[src/rtl/pipe_stage_reg.sv]
// pipe_stage_reg -- generic elastic pipeline stage register for the Y86 datapath.
//
// One payload register sits between two pipeline stages. It has a valid/ready
// handshake and is steered by the hazard unit through stall_i and bubble_i.
// It also keeps a saturating count of stalled cycles for performance analysis.
//
// Per-cycle priority: rst > stall_i > bubble_i > handshake.
//   stall_i  : freezes everything and blocks transfers in both directions.
//   bubble_i : discards the held contents and loads BUBBLE_VAL. A downstream
//              transfer in that same cycle still completes.
//
// Optional feature: define PIPE_STAGE_SKID_EN to add one skid entry. With the
// skid entry, in_ready_o no longer has a combinational path from out_ready_i.
// Without it, in_ready_o = !valid || out_ready_i.
//
// Parameters:
//   DATA_W     payload width in bits
//   BUBBLE_VAL payload loaded on reset and on bubble (INOP, RNONE destinations)
//   CNT_W      width of the stall counter
//
// Ports:
//   clk, rst     clock, synchronous active-high reset
//   stall_i      hold stage contents
//   bubble_i     inject bubble, discard held contents
//   cnt_clr_i    clear stall counter (wins over a simultaneous increment)
//   in_valid_i   upstream beat valid
//   in_ready_o   stage can accept a beat
//   in_data_i    upstream payload
//   out_valid_o  payload valid to downstream
//   out_ready_i  downstream accepts
//   out_data_o   payload to downstream
//   stall_cnt_o  cycles with stall_i high, saturating at 2^CNT_W-1
module pipe_stage_reg #(
  parameter int unsigned       DATA_W     = 64,
  parameter logic [DATA_W-1:0] BUBBLE_VAL = '0,
  parameter int unsigned       CNT_W      = 16
) (
  input  logic              clk,
  input  logic              rst,
  input  logic              stall_i,
  input  logic              bubble_i,
  input  logic              cnt_clr_i,
  input  logic              in_valid_i,
  output logic              in_ready_o,
  input  logic [DATA_W-1:0] in_data_i,
  output logic              out_valid_o,
  input  logic              out_ready_i,
  output logic [DATA_W-1:0] out_data_o,
  output logic [CNT_W-1:0]  stall_cnt_o
);

  localparam logic [CNT_W-1:0] CNT_MAX = '1;
  localparam logic [CNT_W-1:0] CNT_ONE = CNT_W'(1);

  logic              r_valid;
  logic [DATA_W-1:0] r_data;
  logic [CNT_W-1:0]  r_stall_cnt;

  logic w_in_ready;
  logic w_in_fire;
  logic w_out_fire;

  // Downstream never sees a valid beat during a stall, so a stalled stage
  // cannot lose its payload to an out_fire.
  assign out_valid_o = r_valid && !stall_i;
  assign out_data_o  = r_data;
  assign in_ready_o  = w_in_ready;
  assign w_in_fire   = in_valid_i && w_in_ready;
  assign w_out_fire  = out_valid_o && out_ready_i;
  assign stall_cnt_o = r_stall_cnt;

`ifdef PIPE_STAGE_SKID_EN

  // Occupancy is decoded from the two valid flags. r_valid is always the
  // older beat, so r_data is always the head of the stage.
  typedef enum logic [1:0] {
    S_EMPTY,
    S_ONE,
    S_TWO
  } skid_state_e;

  logic              r_skid_v;
  logic [DATA_W-1:0] r_skid_data;
  skid_state_e       w_state;

  // NOTE: every signal written in always_comb gets a default first, so no
  // path through the block can leave it unassigned and infer a latch.
  always_comb begin
    w_state = S_EMPTY;
    if (r_skid_v)     w_state = S_TWO;
    else if (r_valid) w_state = S_ONE;
  end

  assign w_in_ready = !rst && !stall_i && !bubble_i && !r_skid_v;

  // NOTE: sequential state uses non-blocking assignments only, so every
  // register samples the pre-edge values regardless of statement order.
  always_ff @(posedge clk) begin
    if (rst) begin
      r_valid  <= 1'b0;
      r_skid_v <= 1'b0;
      r_data   <= BUBBLE_VAL;
    end else if (!stall_i) begin
      if (bubble_i) begin
        r_valid  <= 1'b0;
        r_skid_v <= 1'b0;
        r_data   <= BUBBLE_VAL;
      end else begin
        case (w_state)
          S_EMPTY: begin
            if (w_in_fire) begin
              r_data  <= in_data_i;
              r_valid <= 1'b1;
            end
          end
          S_ONE: begin
            if (w_in_fire && w_out_fire) r_data   <= in_data_i;
            else if (w_in_fire)          r_skid_v <= 1'b1;
            else if (w_out_fire)         r_valid  <= 1'b0;
          end
          S_TWO: begin
            // The skid beat is younger, so it moves up once the head leaves.
            if (w_out_fire) begin
              r_data   <= r_skid_data;
              r_skid_v <= 1'b0;
            end
          end
          default: ;
        endcase
      end
    end
  end

  // NOTE: the skid payload is not reset. r_skid_v qualifies it, so its
  // contents are don't-care whenever the entry is empty.
  always_ff @(posedge clk) begin
    if (w_in_fire && (w_state == S_ONE) && !w_out_fire) r_skid_data <= in_data_i;
  end

`else

  assign w_in_ready = !rst && !stall_i && !bubble_i && (!r_valid || out_ready_i);

  // NOTE: sequential state uses non-blocking assignments only, so every
  // register samples the pre-edge values regardless of statement order.
  always_ff @(posedge clk) begin
    if (rst) begin
      r_valid <= 1'b0;
      r_data  <= BUBBLE_VAL;
    end else if (!stall_i) begin
      if (bubble_i) begin
        r_valid <= 1'b0;
        r_data  <= BUBBLE_VAL;
      end else if (w_in_fire) begin
        r_data  <= in_data_i;
        r_valid <= 1'b1;
      end else if (w_out_fire) begin
        // The payload is kept. Only the valid flag drops.
        r_valid <= 1'b0;
      end
    end
  end

`endif

  // Saturating stall counter. The clear wins over a simultaneous increment.
  always_ff @(posedge clk) begin
    if (rst || cnt_clr_i) begin
      r_stall_cnt <= '0;
    end else if (stall_i && (r_stall_cnt != CNT_MAX)) begin
      r_stall_cnt <= r_stall_cnt + CNT_ONE;
    end
  end

endmodule

[config.mk]
export PLATFORM = sky130hd
export DESIGN_NAME = pipe_stage_reg
export DESIGN_NICKNAME = d
export VERILOG_FILES = /design/src/rtl/pipe_stage_reg.sv
export SDC_FILE = /design/constraint.sdc
export NUM_CORES = 1
export LEC_CHECK = 0
export ABC_AREA = 1
export CAP_MARGIN = 20
export CORE_ASPECT_RATIO = 1.25
export CORE_MARGIN = 2
export CORE_UTILIZATION = 44
export CTS_CLUSTER_SIZE = 40
export DETAILED_ROUTE_END_ITERATION = 8
export HOLD_SLACK_MARGIN = 0.1
export PLACE_DENSITY = 0.95
export SLEW_MARGIN = 20
export SYNTH_ARGS = -nofsm -noshare
export SYNTH_HDL_FRONTEND = slang
export SYNTH_SLANG_ARGS = --single-unit
[constraint.sdc]
create_clock -name clk -period 3.7 [get_ports clk]
set_clock_uncertainty 0.05 [all_clocks]
set_input_delay 0.74 -clock clk [delete_from_list [all_inputs] [get_ports clk]]
set_output_delay 0.74 -clock clk [all_outputs]
set_load 0.005 [all_outputs]
==> impl_metrics.toml <==
[clock_tree]
cts_max_level = 3
cts_buffer_depth = 2
post_cts_buffers = 0
worstSkewPairLatency_ns = 0.33
cts-resized-gates = 0
cts_hold_buf = 0
cts_sinks = 81
clkTransAtPathRegs_ns = 0.08
cts-root-buf = "clkbuf_8"
cts_tree = "done"
cts_buffers = 9

[placement]
post-dp-hpwl_microns = 6330
io_buffer_count = 152
place_inst = 648
gp_congestion = 0.895
dpl_cell_area_sq_um = 4690
place_ws_ns = 0.729

[pwr]
power.leakage_nw = 1.70
power_mw = 1.66
ir_worst_vdd_mv = 0.213
powerDensity_nw_per_um2 = 341

[synthesis]
yosys_register_bits = 81
synth.most_common_cell = "nand2_1"
synth_edf_count = 0
synth_commonest_cells = "167 x nand2_1, 81 x dfxtp_1, 46 x o21ai_0"
synth_cell_type_count = 24
yosysSeqAreaShare_pct = 50.5
avgSynthCellArea_sq_um = 7.52
synth_flop_cell = "dfxtp_1"
synth.net_count = 499
synthCells = 427
synth_area_sq_um = 3210
yosysWarnings = 0
synth_area_leaders = "dfxtp_1 51%, nand2_1 20%, o21ai_0 7.2%"
synth.largest_area_cell = "dfxtp_1"
synth_top_area_share_pct = 50.5
async_reset_ff_share_pct = 0

[sta]
worst_pin_slew_ns = 1.06
fmax_mhz = 337
setup_viol = 0
slew_viol_final = 0
post-route-min-period_ns = 2.97
setup_slack_ns = 0.729
tns_ns = 0
holdWs_ns = 0.425
hold_viol_final = 0
slew_headroom_pct = 29.4
finalCritPeriodShare_pct = 80.3
rsz0062_at_grt = "false"

[min_path]
min_path_type = "register to register"

[status]
status = "finished, final reports clean"

[worst_setup_path]
path_cells = "clkdlybuf4s50_1, nor4_4, clkdlybuf4s50_1"
crit_slowest_cell = "clkdlybuf4s50_1"
cp_max_fo = 7
critPathLaunchType = "input pin"
cpMostUsedCell = "clkdlybuf4s50_1"
worstPathArrival_ns = 2.18
path_buf_inv = 2
critPathTopFamily = "buffers and inverters"
rrSetupSlack_ns = 1.88
critPathRequiredTime_ns = 2.91
path_class = "input pin to output port"
cpPeakStageDelay_ns = 0.55
cp-end-kind = "output port"

[finish]
fin_nets = 641
fin_area_sq_um = 4860
antenna_cells = 0
synthToLayoutAreaGrowth_pct = 51.4
final_core_util_pct = 69.2
fillCellCount = 565
drive_gt1_share_pct = 3.66
stdcell_count = 663

[die]
rows = 34
io_pins = 153
dieHeight_microns = 99.5
die_w_microns = 80.4
initial_utilization_pct = 45.7
dieArea_sq_um = 8000
coreArea_sq_um = 7020

[routing]
avgRoutedWirePerCell_microns = 13.3
num_vias = 3356
finalWirelength_microns = 8830
via_per_inst = 5.06
drtIter0Drc = 195
ant_nets = 0
drc_errors = 0
drtPass1Iterations = 4

[global_route]
grt_pass1_wl_microns = 14500
grt_pass1_vias = 3226
grt_max_degree = 65
gr-total-overflow = 0
track_usage_pct = 22.7
antenna_found_initial = 0

[job]
cap_violations = 0
-- metal layers --
layer / routed length (microns) / vias up / track usage, %
li1: - / 1653 / -
met1: 3440 / 1562 / 25.2
met2: 4480 / 124 / 40.4
met3: 726 / 17 / 6.53
met4: 193 / 0 / 8.74
met5: 0 / - / 0
-- path summary, 6_finish.rpt --
kind                                      from             end  depth (start not counted)
worst max-delay path                   stall_i      in_ready_o                          3
worst min-delay path            out_data_o[12]  out_data_o[12]                          2
worst max register to register  stall_cnt_o[0]  stall_cnt_o[9]                          7
worst min register to register  out_data_o[12]  out_data_o[12]                          2
-- flip-flops by register name, indices dropped and copies added, names as in the netlist --
signal and count:
stall_cnt_o 16, out_data_o 64, r_valid 1
-- cells by family after synthesis --
family / synth area share [%]
AO/OA/AOI/OAI: 12.2
adder cells (fa/ha/maj): 0.390
XOR/XNOR: 1.64
flip-flops: 50.5
buffers and inverters: 6.66
AND/OR/NAND/NOR: 28.6
-- cell usage in the layout (no fill, tap or decap) --
cell             count
nand2_1            167
clkdlybuf4s50_1    152
dfxtp_1             81
o21ai_0             46
nor2_1              25
nand3_1             23
o21ai_1             19
inv_1               13
a21oi_1             13
clkbuf_8            10
xor2_1               4
nand4_1              3
clkinvlp_4           3
nor3b_1              2
xnor2_1              2
clkinv_2             2
nor4_4               1
inv_2                1
nand2_2              1
nand2_4              1
inv_4                1
nor2_2               1
nor3_1               1
ha_1                 1
-- tightest hold or removal path, delay by kind of cell, from the launching register on --
family	cells	cell delay, ns
DFF	1	0.31
AOI/OAI and AO/OA	1	0.06
and+or+nand+nor	1	0.06
-- power by group --
part / internal [mW] / switching (mW) / total, mW
Clock: 0.256 / 0.307 / 0.563
Combinational: 0.113 / 0.0741 / 0.187
Sequential: 0.893 / 0.0120 / 0.905
-- layout make-up --
class,count,area [sq um],share of cell area [%]
clock inverters,5,32.5,0.669
inverters,15,58.8,1.21
flip-flops and latches,81,1620,33.4
repair buffers,152,1520,31.3
multi-input cells,310,1380,28.3
clock buffers,10,138,2.83
well taps,90,113,2.32
No activity file was read; power rests on OpenSTA's default activity.
